$ cat config.mk
export PLATFORM = sky130hd
export DESIGN_NAME = multi_channel_status
export DESIGN_NICKNAME = d
export VERILOG_FILES = /design/src/rtl/multi_status_pkg.sv /design/src/rtl/sync_edge_detect.sv /design/src/rtl/multi_channel_status.sv
export SDC_FILE = /design/constraint.sdc
export NUM_CORES = 1
export LEC_CHECK = 0
export ABC_AREA = 1
export CAP_MARGIN = 20
export CORE_ASPECT_RATIO = 0.7
export CORE_UTILIZATION = 42
export CTS_CLUSTER_DIAMETER = 60
export CTS_CLUSTER_SIZE = 12
export DETAILED_ROUTE_END_ITERATION = 10
export MAX_ROUTING_LAYER = met4
export PLACE_DENSITY = 0.86
export SYNTH_ARGS = -nofsm -noshare
export SYNTH_HDL_FRONTEND = slang
export SYNTH_SLANG_ARGS = --single-unit
$ cat constraint.sdc
create_clock -name clk -period 1.6 [get_ports clk]
set_clock_uncertainty 0.05 [all_clocks]
set_input_delay 0.48 -clock clk [delete_from_list [all_inputs] [get_ports clk]]
set_output_delay 0.48 -clock clk [all_outputs]
set_load 0.02 [all_outputs]
$ cat src/rtl/multi_status_pkg.sv
// Shared constants for the multi-channel status register file.
// Register indices, ASHI response codes and handler state encoding.
package multi_status_pkg;

  localparam logic [6:0] REG_BUSY       = 7'd0;
  localparam logic [6:0] REG_LINK       = 7'd1;
  localparam logic [6:0] REG_BUSY_START = 7'd2;
  localparam logic [6:0] REG_LINK_LOST  = 7'd3;
  localparam logic [6:0] REG_IRQ_EN     = 7'd4;
  localparam logic [6:0] REG_CONTROL    = 7'd5;
  localparam logic [6:0] REG_COUNT_BASE = 7'd8;

  localparam logic [6:0] ADDR_MASK = 7'h7F;

  localparam logic [1:0] RESP_OKAY   = 2'd0;
  localparam logic [1:0] RESP_SLVERR = 2'd2;
  localparam logic [1:0] RESP_DECERR = 2'd3;

  typedef enum logic {
    ST_IDLE = 1'b0,
    ST_RESP = 1'b1
  } ashi_state_e;

  function automatic logic is_count_idx(input logic [6:0] idx, input int unsigned num_ch);
    logic [31:0] idx_w;
    logic [31:0] base_w;
    idx_w  = {25'd0, idx};
    base_w = {25'd0, REG_COUNT_BASE};
    return (idx_w >= base_w) && (idx_w < (base_w + num_ch));
  endfunction

endpackage

$ cat src/rtl/sync_edge_detect.sv
// One-bit synchroniser followed by a history flop and registered
// rise/fall pulses; everything clears on the synchronous reset.
module sync_edge_detect #(
  parameter int SYNC_STAGES = 2
) (
  input  logic clk,
  input  logic resetn,
  input  logic async_i,
  output logic sync_o,
  output logic rise_o,
  output logic fall_o
);

  logic [SYNC_STAGES-1:0] sync_q;
  logic                   prev_q;
  logic                   rise_q;
  logic                   fall_q;

  // Synchroniser chain, history flop and registered edge pulses
  always_ff @(posedge clk) begin
    if (!resetn) begin
      sync_q <= {SYNC_STAGES{1'b0}};
      prev_q <= 1'b0;
      rise_q <= 1'b0;
      fall_q <= 1'b0;
    end else begin
      sync_q <= {sync_q[SYNC_STAGES-2:0], async_i};
      prev_q <= sync_q[SYNC_STAGES-1];
      rise_q <= sync_q[SYNC_STAGES-1] & ~prev_q;
      fall_q <= ~sync_q[SYNC_STAGES-1] & prev_q;
    end
  end

  assign sync_o = sync_q[SYNC_STAGES-1];
  assign rise_o = rise_q;
  assign fall_o = fall_q;

endmodule

$ cat src/rtl/multi_channel_status.sv
// Status/event register file for NUM_CH packet-generator channels, reached
// through the ASHI handler interface with separate write and read machines.
module multi_channel_status
  import multi_status_pkg::*;
#(
  parameter int NUM_CH      = 2,
  parameter int SYNC_STAGES = 2,
  parameter int CNT_W       = 16
) (
  input  logic              clk,
  input  logic              resetn,
  input  logic [NUM_CH-1:0] ch_busy,
  input  logic [NUM_CH-1:0] ch_link,
  output logic [NUM_CH-1:0] status_led,
  output logic              irq,
  input  logic              ashi_write,
  input  logic [31:0]       ashi_windx,
  input  logic [31:0]       ashi_wdata,
  output logic [1:0]        ashi_wresp,
  output logic              ashi_widle,
  input  logic              ashi_read,
  input  logic [31:0]       ashi_rindx,
  output logic [31:0]       ashi_rdata,
  output logic [1:0]        ashi_rresp,
  output logic              ashi_ridle
);

  localparam logic [CNT_W-1:0] CNT_MAX  = {CNT_W{1'b1}};
  localparam logic [CNT_W-1:0] CNT_ZERO = {CNT_W{1'b0}};
  localparam logic [CNT_W-1:0] CNT_ONE  = CNT_W'(1'b1);

  logic [NUM_CH-1:0] busy_sync_s;
  logic [NUM_CH-1:0] busy_rise_s;
  logic [NUM_CH-1:0] busy_fall_unused_s;
  logic [NUM_CH-1:0] link_sync_s;
  logic [NUM_CH-1:0] link_rise_unused_s;
  logic [NUM_CH-1:0] link_fall_s;

  for (genvar ch = 0; ch < NUM_CH; ch++) begin : g_ch
    sync_edge_detect #(.SYNC_STAGES(SYNC_STAGES)) u_busy (
      .clk    (clk),
      .resetn (resetn),
      .async_i(ch_busy[ch]),
      .sync_o (busy_sync_s[ch]),
      .rise_o (busy_rise_s[ch]),
      .fall_o (busy_fall_unused_s[ch])
    );
    sync_edge_detect #(.SYNC_STAGES(SYNC_STAGES)) u_link (
      .clk    (clk),
      .resetn (resetn),
      .async_i(ch_link[ch]),
      .sync_o (link_sync_s[ch]),
      .rise_o (link_rise_unused_s[ch]),
      .fall_o (link_fall_s[ch])
    );
  end

  logic [NUM_CH-1:0] busy_start_q, busy_start_d;
  logic [NUM_CH-1:0] link_lost_q,  link_lost_d;
  logic [NUM_CH-1:0] irq_en_q,     irq_en_d;
  logic [CNT_W-1:0]  cnt_q [NUM_CH];
  logic [CNT_W-1:0]  cnt_d [NUM_CH];
  logic              irq_q, irq_d;

  ashi_state_e wr_state_q, wr_state_d;
  ashi_state_e rd_state_q, rd_state_d;
  logic        wr_fire_s, rd_fire_s;
  logic        widle_s, ridle_s;

  logic [6:0]  widx_s, ridx_s;
  logic        widx_hi_s, ridx_hi_s;
  logic [1:0]  wr_resp_s;
  logic        wr_sel_bs_s, wr_sel_ll_s, wr_sel_en_s, wr_sel_ctl_s;
  logic [1:0]  wresp_q;
  logic [31:0] rd_data_s, rdata_q;
  logic [1:0]  rd_resp_s, rresp_q;

  logic [NUM_CH-1:0] bs_clr_s, ll_clr_s;
  logic              cnt_clr_s;
  logic              unused_wdata_s;

  // Anything above the 7-bit decoded index is treated as unmapped
  assign widx_s    = ashi_windx[6:0] & ADDR_MASK;
  assign widx_hi_s = |ashi_windx[31:7];
  assign ridx_s    = ashi_rindx[6:0] & ADDR_MASK;
  assign ridx_hi_s = |ashi_rindx[31:7];
  assign unused_wdata_s = &{1'b0, ashi_wdata};

  // Write machine: state register
  always_ff @(posedge clk) begin
    if (!resetn) begin
      wr_state_q <= ST_IDLE;
    end else begin
      wr_state_q <= wr_state_d;
    end
  end

  // Write machine: next state
  always_comb begin
    wr_state_d = wr_state_q;
    case (wr_state_q)
      ST_IDLE: begin
        if (ashi_write) begin
          wr_state_d = ST_RESP;
        end else begin
          wr_state_d = ST_IDLE;
        end
      end
      ST_RESP: wr_state_d = ST_IDLE;
      default: wr_state_d = ST_IDLE;
    endcase
  end

  // Write machine: outputs
  always_comb begin
    wr_fire_s = 1'b0;
    widle_s   = 1'b0;
    case (wr_state_q)
      ST_IDLE: begin
        wr_fire_s = ashi_write;
        widle_s   = ~ashi_write;
      end
      ST_RESP: begin
        wr_fire_s = 1'b0;
        widle_s   = 1'b0;
      end
      default: begin
        wr_fire_s = 1'b0;
        widle_s   = 1'b0;
      end
    endcase
  end

  // Write address decode and response selection
  always_comb begin
    wr_resp_s    = RESP_OKAY;
    wr_sel_bs_s  = 1'b0;
    wr_sel_ll_s  = 1'b0;
    wr_sel_en_s  = 1'b0;
    wr_sel_ctl_s = 1'b0;
    if (widx_hi_s) begin
      wr_resp_s = RESP_DECERR;
    end else begin
      case (widx_s)
        REG_BUSY, REG_LINK: wr_resp_s    = RESP_SLVERR;
        REG_BUSY_START:     wr_sel_bs_s  = 1'b1;
        REG_LINK_LOST:      wr_sel_ll_s  = 1'b1;
        REG_IRQ_EN:         wr_sel_en_s  = 1'b1;
        REG_CONTROL:        wr_sel_ctl_s = 1'b1;
        default: begin
          if (is_count_idx(widx_s, NUM_CH)) begin
            wr_resp_s = RESP_SLVERR;
          end else begin
            wr_resp_s = RESP_DECERR;
          end
        end
      endcase
    end
  end

  // New events OR in after the W1C mask so a coincident event is never lost
  always_comb begin
    bs_clr_s  = (wr_fire_s & wr_sel_bs_s) ? ashi_wdata[NUM_CH-1:0] : {NUM_CH{1'b0}};
    ll_clr_s  = (wr_fire_s & wr_sel_ll_s) ? ashi_wdata[NUM_CH-1:0] : {NUM_CH{1'b0}};
    cnt_clr_s = wr_fire_s & wr_sel_ctl_s & ashi_wdata[0];
    busy_start_d = (busy_start_q & ~bs_clr_s) | busy_rise_s;
    link_lost_d  = (link_lost_q & ~ll_clr_s) | link_fall_s;
    if (wr_fire_s & wr_sel_en_s) begin
      irq_en_d = ashi_wdata[NUM_CH-1:0];
    end else begin
      irq_en_d = irq_en_q;
    end
    irq_d = |(link_lost_q & irq_en_q);
  end

  // Saturating busy-start counters; a clear coinciding with an edge counts it
  always_comb begin
    for (int ch = 0; ch < NUM_CH; ch++) begin
      cnt_d[ch] = cnt_q[ch];
      if (cnt_clr_s) begin
        cnt_d[ch] = busy_rise_s[ch] ? CNT_ONE : CNT_ZERO;
      end else if (busy_rise_s[ch] && (cnt_q[ch] != CNT_MAX)) begin
        cnt_d[ch] = cnt_q[ch] + CNT_ONE;
      end else begin
        cnt_d[ch] = cnt_q[ch];
      end
    end
  end

  // Event latches, interrupt mask, counters and interrupt output
  always_ff @(posedge clk) begin
    if (!resetn) begin
      busy_start_q <= {NUM_CH{1'b0}};
      link_lost_q  <= {NUM_CH{1'b0}};
      irq_en_q     <= {NUM_CH{1'b0}};
      irq_q        <= 1'b0;
      for (int ch = 0; ch < NUM_CH; ch++) begin
        cnt_q[ch] <= CNT_ZERO;
      end
    end else begin
      busy_start_q <= busy_start_d;
      link_lost_q  <= link_lost_d;
      irq_en_q     <= irq_en_d;
      irq_q        <= irq_d;
      for (int ch = 0; ch < NUM_CH; ch++) begin
        cnt_q[ch] <= cnt_d[ch];
      end
    end
  end

  // Write response register
  always_ff @(posedge clk) begin
    if (!resetn) begin
      wresp_q <= RESP_OKAY;
    end else if (wr_fire_s) begin
      wresp_q <= wr_resp_s;
    end else begin
      wresp_q <= wresp_q;
    end
  end

  // Read machine: state register
  always_ff @(posedge clk) begin
    if (!resetn) begin
      rd_state_q <= ST_IDLE;
    end else begin
      rd_state_q <= rd_state_d;
    end
  end

  // Read machine: next state
  always_comb begin
    rd_state_d = rd_state_q;
    case (rd_state_q)
      ST_IDLE: begin
        if (ashi_read) begin
          rd_state_d = ST_RESP;
        end else begin
          rd_state_d = ST_IDLE;
        end
      end
      ST_RESP: rd_state_d = ST_IDLE;
      default: rd_state_d = ST_IDLE;
    endcase
  end

  // Read machine: outputs
  always_comb begin
    rd_fire_s = 1'b0;
    ridle_s   = 1'b0;
    case (rd_state_q)
      ST_IDLE: begin
        rd_fire_s = ashi_read;
        ridle_s   = ~ashi_read;
      end
      ST_RESP: begin
        rd_fire_s = 1'b0;
        ridle_s   = 1'b0;
      end
      default: begin
        rd_fire_s = 1'b0;
        ridle_s   = 1'b0;
      end
    endcase
  end

  // Read data mux; CONTROL is write-only and reads as zero
  always_comb begin
    rd_data_s = 32'd0;
    rd_resp_s = RESP_OKAY;
    if (ridx_hi_s) begin
      rd_resp_s = RESP_DECERR;
    end else begin
      case (ridx_s)
        REG_BUSY:       rd_data_s = 32'(busy_sync_s);
        REG_LINK:       rd_data_s = 32'(link_sync_s);
        REG_BUSY_START: rd_data_s = 32'(busy_start_q);
        REG_LINK_LOST:  rd_data_s = 32'(link_lost_q);
        REG_IRQ_EN:     rd_data_s = 32'(irq_en_q);
        REG_CONTROL:    rd_data_s = 32'd0;
        default: begin
          if (is_count_idx(ridx_s, NUM_CH)) begin
            rd_resp_s = RESP_OKAY;
          end else begin
            rd_resp_s = RESP_DECERR;
          end
          for (int ch = 0; ch < NUM_CH; ch++) begin
            if ({25'd0, ridx_s} == ({25'd0, REG_COUNT_BASE} + 32'(ch))) begin
              rd_data_s = 32'(cnt_q[ch]);
            end else begin
              rd_data_s = rd_data_s;
            end
          end
        end
      endcase
    end
  end

  // Read data and response registers
  always_ff @(posedge clk) begin
    if (!resetn) begin
      rdata_q <= 32'd0;
      rresp_q <= RESP_OKAY;
    end else if (rd_fire_s) begin
      rdata_q <= rd_data_s;
      rresp_q <= rd_resp_s;
    end else begin
      rdata_q <= rdata_q;
      rresp_q <= rresp_q;
    end
  end

  assign status_led = busy_sync_s;
  assign irq        = irq_q;
  assign ashi_wresp = wresp_q;
  assign ashi_widle = widle_s;
  assign ashi_rdata = rdata_q;
  assign ashi_rresp = rresp_q;
  assign ashi_ridle = ridle_s;

endmodule

==> results.yml, run 1 <==
outcome:
  outcome: "finished with violations"
  violations_in_the_final_reports: "design-rule violations, negative setup slack"
placement:
  final_weighted_congestion_in_routability_driven_placement: 1.02
  placement.cell_area_um2: 5910
  detailedPlacementHpwl_mm: 9.32
  place.port_buffers: 98
logic_synthesis:
  postSynthCellCount: 665
  synthDominantAreaCellType: "sky130_fd_sc_hd__dfxtp_1"
  ys_ff_latch: 76
  synth-seq-area-share_pct: 34.1
  synthTopCellsByArea: "sky130_fd_sc_hd__dfxtp_1 (34%), sky130_fd_sc_hd__nand2_1 (13%), sky130_fd_sc_hd__nand3_1 (8.5%)"
  synthesis.area_per_instance_um2: 6.71
  yosysWarnings: 0
  yosys.area.top_type_share_pct: 34.1
  syn-cell-area_um2: 4460
  netlist-cell-type-count: 35
route:
  first_iter_violations: 364
  wl_per_cell_um: 14.6
  drc: 24
  postRouteWirelength_mm: 14.0
  vias_per_cell: 5.12
  dr_total_vias: 4931
  antenna_violating_nets_post_route: 0
  drt-pass1-iter-count: 8
worst_setup_path:
  endpoint_kind: "flop"
  timing.setup.critical_path_class: "in -> reg"
  worst_ep_arrival_time_ns: 1.85
  max_stage_delay_ns: 0.23
  startpoint_type: "input pin"
  worst_ep_required_time_ns: 1.83
  timing.critical_path.cells: "dlygate4sd2_1 > nor2_1 > nand2_2 > inv_2 > nand3_4 > nor2_4 > buf_6 > nand3_1 > nand2_1 > inv_2 > a21oi_2"
  path_max_fanout: 3
  cp_slowest_cell: "sky130_fd_sc_hd__dlygate4sd2_1"
  ff2ff_path_depth: 10
  cpMostUsedCell: "sky130_fd_sc_hd__inv_2"
clocking:
  ctsRootBufferMaster: "sky130_fd_sc_hd__clkbuf_16"
  cts_hold_buf: 0
  tritoncts_clock_tree: "done"
  clkLatencyLatePin_ns: 0.35
  cts-buffers-inserted: 9
  h-tree-depth: 3
  numClockSinks: 76
  cts.path.max_buffers: 2
  cts.clk_slew.worst_paths_ns: 0.06
power:
  power.switching_fraction_pct: 26.8
  intPower_uw: 3260
  comb_power_share_pct: 12.7
  power.ir.vdd_worst_mv: 0.655
  switchingPower_uw: 1190
  power.share.clock_pct: 43.7
  power_per_unit_of_standard_cell_area_nw_per_um2: 653
  share_seq_of_total_power_pct: 43.6
  p_leak_uw: 0.00307
global_route:
  grt.total_usage_pct: 24.8
  via_count_of_the_first_global_routing_pass: 4445
  grt_max_degree: 26
  grt_first_pass_wirelength_mm: 20.7
  antenna_violations_before_repair: 0
  grt_overflow_total: 0
cells_and_area:
  syn2layout_area_growth_pct: 53.1
  fraction_of_layout_instances_using_a_drive_strength_above_1_pct: 27.0
  antenna_cells: 0
  finalInstanceArea_um2: 6830
  final_util_pct: 66.2
  finish.net_count: 933
timing:
  timing.setup.tns_ns: -0.0144
  setup_violations: 1
  timing.final.crit_period_ns: 1.61
  hold_viol: 0
  max_freq_ghz: 0.619
  timing.final.max_slew_violations: 0
  period_share_pct: 101
  final.hold.worst_slack_ns: 0.333
  final.setup.worst_slack_ns: -0.0144
  rsz0062_at_grt: "true"
floorplan:
  floorplan.die_area_um2: 11000
  rows: 31
  floorplan.initialDensity_pct: 43.2
  dieHeight_um: 88.2
  fp.dieW_um: 125
  ios: 145
  core_area_um2: 10300
worst_hold_path:
  min_path_cells: 1
  hold_class: "reg -> reg"
job:
  maxCapViolCount: 0
## final cells by class
| class | instances | area (um2) |
|---|---|---|
| timing repair buffer | 172 | 1730 |
| multi-input combinational | 477 | 2780 |
| fill | 764 | 3490 |
| tap | 132 | 165 |
| clock inverter | 7 | 56.3 |
| sequential | 76 | 1530 |
| inverter | 91 | 347 |
| clock buffer | 9 | 225 |
## logic make-up (layout without fill, tap and decap cells)
logic type / count (synthesis) / count (layout) / synth area share (%)
AOI/OAI and AO/OA: 77 / 77 / 10.3
xor gates and xnor gates: 17 / 17 / 3.34
adders and majority gates: 2 / 2 / 0.561
buffers and inverters: 129 / 279 / 14.4
DFF: 76 / 76 / 34.1
other: 1 / 16 / 0.0841
and+or+nand+nor: 363 / 365 / 37.3
## layout by cell type (no fill, tap or decap), types with 3 or more instances in the layout
cell                              count
sky130_fd_sc_hd__a21oi_1             25
sky130_fd_sc_hd__a21oi_2             26
sky130_fd_sc_hd__buf_12               9
sky130_fd_sc_hd__buf_4               59
sky130_fd_sc_hd__clkbuf_16           12
sky130_fd_sc_hd__clkdlybuf4s15_1      3
sky130_fd_sc_hd__clkdlybuf4s50_1     13
sky130_fd_sc_hd__conb_1              16
sky130_fd_sc_hd__dfxtp_1             68
sky130_fd_sc_hd__dfxtp_2              8
sky130_fd_sc_hd__dlygate4sd2_1       51
sky130_fd_sc_hd__dlymetal6s2s_1      29
sky130_fd_sc_hd__inv_1               71
sky130_fd_sc_hd__inv_2               17
sky130_fd_sc_hd__inv_6                3
sky130_fd_sc_hd__nand2_1            144
sky130_fd_sc_hd__nand2_2             12
sky130_fd_sc_hd__nand2_4              3
sky130_fd_sc_hd__nand2_8              4
sky130_fd_sc_hd__nand3_1             65
sky130_fd_sc_hd__nand3_2             10
sky130_fd_sc_hd__nand3_4              5
sky130_fd_sc_hd__nand3b_1             4
sky130_fd_sc_hd__nand4_1              4
sky130_fd_sc_hd__nor2_1              70
sky130_fd_sc_hd__nor2_2              18
sky130_fd_sc_hd__nor2_4               7
sky130_fd_sc_hd__nor3_1               9
sky130_fd_sc_hd__nor3_2               6
sky130_fd_sc_hd__o21ai_0             11
sky130_fd_sc_hd__o22ai_1              3
sky130_fd_sc_hd__o22ai_2              5
sky130_fd_sc_hd__o22ai_4              5
sky130_fd_sc_hd__xor2_1              17
## sequential cells by signal, indices dropped and copies added (netlist names)
| register | flops |
|---|---|
| g_ch.u_busy.prev_q | 2 |
| cnt_q | 32 |
| g_ch.u_busy.sync_q | 4 |
| link_lost_q | 2 |
| g_ch.u_busy.rise_o | 2 |
| g_ch.u_link.sync_q | 4 |
| g_ch.u_link.prev_q | 2 |
| busy_start_q | 2 |
| wr_state_q | 1 |
| ashi_wresp | 2 |
| ashi_rdata | 16 |
| ashi_rresp | 1 |
| rd_state_q | 1 |
| irq_en_q | 2 |
| g_ch.u_link.fall_o | 2 |
| irq | 1 |
## critical path, delay by kind of cell
family | cells | cell delay (ns)
simple gates | 6 | 0.75
buf+inv | 4 | 0.49
compound gates | 1 | 0.12
## Yosys cell counts, drive strengths merged
master,instances
nand4,4
nand2,161
nand3,80
clkbuf,4
or2,1
nor2,96
nor3,17
nand3b,4
inv,89
o21ai,12
ha,2
buf,34
o311ai,1
o22ai,13
conb,1
clkinv,2
xor2,17
a21oi,51
dfxtp,76
## what timing repair did
item                                    4_1_cts  5_1_grt
endpoints found under the setup margin       78       60
gates resized for setup                     105      105
cloned                                        2        3
pin swaps                                    43       45
setup buffers                                 7        5
## per-layer routing
metal / routed length, um / GRT usage, % / vias up
li1: - / - / 2413
met1: 6100 / 31.3 / 2267
met2: 6310 / 38.4 / 230
met3: 1430 / 7.92 / 21
met4: 197 / 6.32 / 0
met5: 0 / - / -
## per-stage QoR
step	power, uW	worst slack [ns]	cells
after floorplan	2240	0.0577	680
after global placement	2500	-0.552	931
after detailed placement	2510	-0.545	931
after CTS	4450	-0.0149	956
after global routing	4620	-0.0810	964
final	4460	-0.0144	964
## final timing paths
path | slack [ns] | end | from
setup reg to reg | 0.04 | cnt_q[0][1]$_SDFFE_PP0P_ | cnt_q[0][1]$_SDFFE_PP0P_
hold / removal | 0.33 | g_ch[1].u_busy.rise_o$_SDFF_PN0_ | g_ch[1].u_busy.prev_q$_SDFF_PN0_
setup / recovery | -0.01 | cnt_q[0][0]$_SDFFE_PN0P_ | ashi_windx[6]
hold reg to reg | 0.33 | g_ch[1].u_busy.rise_o$_SDFF_PN0_ | g_ch[1].u_busy.prev_q$_SDFF_PN0_
## power groups by stage
stage | registers (uW) | logic [uW] | clock network (uW)
2_1_floorplan | 1980 | 255 | 0
3_3_place_gp | 1980 | 524 | 0
3_5_place_dp | 1980 | 534 | 0
4_1_cts | 1940 | 528 | 1980
5_1_grt | 1940 | 609 | 2070
6_report | 1940 | 566 | 1950
No activity file was read; power rests on OpenSTA's default activity.
==> run 2: changes to the inputs <==
Settings changed: CORE_UTILIZATION 42 to 47, PLACE_DENSITY 0.86 to 0.9.
Clock period 1.6 ns to 1.74 ns, I/O delays scaled along.
==> results.yml, run 2 (synthesized netlist as in run 1, its figures left out) <==
outcome:
  outcome: "finished with violations"
  violations_in_the_final_reports: "negative setup slack"
global_route:
  antenna_violations_before_repair: 0
  grt_overflow_total: 0
  via_count_of_the_first_global_routing_pass: 4263
  grt_first_pass_wirelength_mm: 20.0
  grt_max_degree: 29
  grt.total_usage_pct: 25.9
worst_setup_path:
  startpoint_type: "input pin"
  path_max_fanout: 13
  timing.setup.critical_path_class: "in -> reg"
  rrSetupSlack_ns: 0.11
  worst_ep_required_time_ns: 1.97
  worst_ep_arrival_time_ns: 2.09
  endpoint_kind: "flop"
floorplan:
  core_area_um2: 9140
  dieHeight_um: 83.5
  floorplan.die_area_um2: 9890
  floorplan.initialDensity_pct: 48.8
  ios: 145
  fp.dieW_um: 118
  rows: 29
route:
  highest-signal-layer: "met4"
  wl_met2_mm: 6.59
  wl_per_cell_um: 15.7
  route.met3.wl_mm: 1.63
  postRouteWirelength_mm: 14.7
  antenna_violating_nets_post_route: 0
  first_iter_violations: 488
  detail_route.wirelength.met1_mm: 5.92
  dr_total_vias: 5073
  vias_per_cell: 5.43
  drc: 0
  drt-pass1-iter-count: 7
timing:
  timing.final.crit_period_ns: 1.86
  final.setup.worst_slack_ns: -0.116
  hold_viol: 0
  max_freq_ghz: 0.539
  timing.final.max_slew_violations: 0
  period_share_pct: 107
  setup_violations: 10
job:
  maxCapViolCount: 0
worst_hold_path:
  hold_class: "reg -> reg"
clocking:
  numClockSinks: 76
  h-tree-depth: 3
  ctsRootBufferMaster: "sky130_fd_sc_hd__clkbuf_16"
  tritoncts_clock_tree: "done"
  clkLatencyLatePin_ns: 0.35
  cts.path.max_buffers: 2
  cts-buffers-inserted: 9
  cts.clk_slew.worst_paths_ns: 0.06
cells_and_area:
  finalInstanceArea_um2: 6370
  fraction_of_layout_instances_using_a_drive_strength_above_1_pct: 19.9
  syn2layout_area_growth_pct: 42.9
  layout_commonest_cell: "sky130_fd_sc_hd__nand2_1"
  largest_register_ffs: 32
  most-common-layout-cells: "sky130_fd_sc_hd__nand2_1 (147), sky130_fd_sc_hd__inv_1 (81), sky130_fd_sc_hd__dfxtp_1 (76)"
  regMostFlops: "cnt_q"
  antenna_cells: 0
  finish.net_count: 912
  final_cell_count_no_fill: 935
power:
  power.ir.vdd_worst_mv: 0.500
  power_per_unit_of_standard_cell_area_nw_per_um2: 652
  totalPowerFinal_uw: 4150
  p_leak_uw: 0.00287
placement:
  final_weighted_congestion_in_routability_driven_placement: 0.990
  detailedPlace.worstSlack_ns: -0.502
  placement.cell_area_um2: 5740
  dp_cells: 910
  detailedPlacementHpwl_mm: 8.94
  place.port_buffers: 98
run 2: cell count changes in the layout (fill, tap and decap cells not counted), moves of 5 or more:
cell	previous run	this run
sky130_fd_sc_hd__inv_1	71	81
sky130_fd_sc_hd__inv_2	17	9
sky130_fd_sc_hd__a21oi_1	25	30
sky130_fd_sc_hd__dlygate4sd2_1	51	25
sky130_fd_sc_hd__a21oi_2	26	21
sky130_fd_sc_hd__dfxtp_2	8	0
sky130_fd_sc_hd__clkdlybuf4s50_1	13	44
sky130_fd_sc_hd__dfxtp_1	68	76
sky130_fd_sc_hd__buf_6	2	8
sky130_fd_sc_hd__nand3_1	65	71
sky130_fd_sc_hd__buf_12	9	3
sky130_fd_sc_hd__buf_4	59	42
run 2: final timing paths:
check,depth (start not counted),from,to
worst max-delay path,8,ashi_rindx[3],ashi_rdata[2]$_SDFFE_PN0P_
worst min-delay path,1,g_ch[1].u_busy.prev_q$_SDFF_PN0_,g_ch[1].u_busy.rise_o$_SDFF_PN0_
worst max register to register,10,cnt_q[0][16]$_SDFFE_PN0P_,cnt_q[0][27]$_SDFFE_PP0P_
worst min register to register,1,g_ch[1].u_busy.prev_q$_SDFF_PN0_,g_ch[1].u_busy.rise_o$_SDFF_PN0_
run 2: worst max-delay path, stage by stage:
cell	delay (ns)
sky130_fd_sc_hd__clkdlybuf4s50_1	0.53
sky130_fd_sc_hd__nand2_2	0.11
sky130_fd_sc_hd__nor2_2	0.14
sky130_fd_sc_hd__nand2_1	0.10
sky130_fd_sc_hd__buf_6	0.18
sky130_fd_sc_hd__o21ai_0	0.26
sky130_fd_sc_hd__nand3_1	0.11
sky130_fd_sc_hd__a21oi_1	0.12
run 2: stage by stage:
stage | hold slack (ns) | setup TNS (ns) | utilization, %
2_1_floorplan | 0.318 | 0 | -
3_3_place_gp | 0.321 | -19.61 | 62.7
3_5_place_dp | 0.331 | -21.78 | 62.7
4_1_cts | 0.339 | 0 | 66.1
5_1_grt | 0.347 | -0.871 | 69.7
6_report | 0.344 | -0.348 | 69.7
run 2: layout make-up:
class,instances,area (um2)
Timing Repair Buffer,152,1510
Clock buffer,10,239
Multi-Input combinational cell,476,2560
Clock inverter,6,52.6
Tap cell,124,155
Inverter,91,342
Sequential cell,76,1520
Fill cell,655,2770
run 2: where the power goes:
part	total [uW]	switching, uW	internal (uW)
registers	1780	18.6	1770
clock network	1840	813	1030
logic	526	269	257
total	4150	1100	3050
run 2: timing repair:
action,4_1_cts,5_1_grt
gates resized for setup,36,83
pin swaps,5,48
hold buffers,0,0
gates cloned,0,2
setup buffers,5,2
setup endpoints to repair,60,58
run 2: per-layer routing:
metal,up-vias,global-route usage (%)
met2,339,38.4
li1,2356,-
met3,65,5.53
met4,0,7.36
met1,2313,35.3
met5,-,-
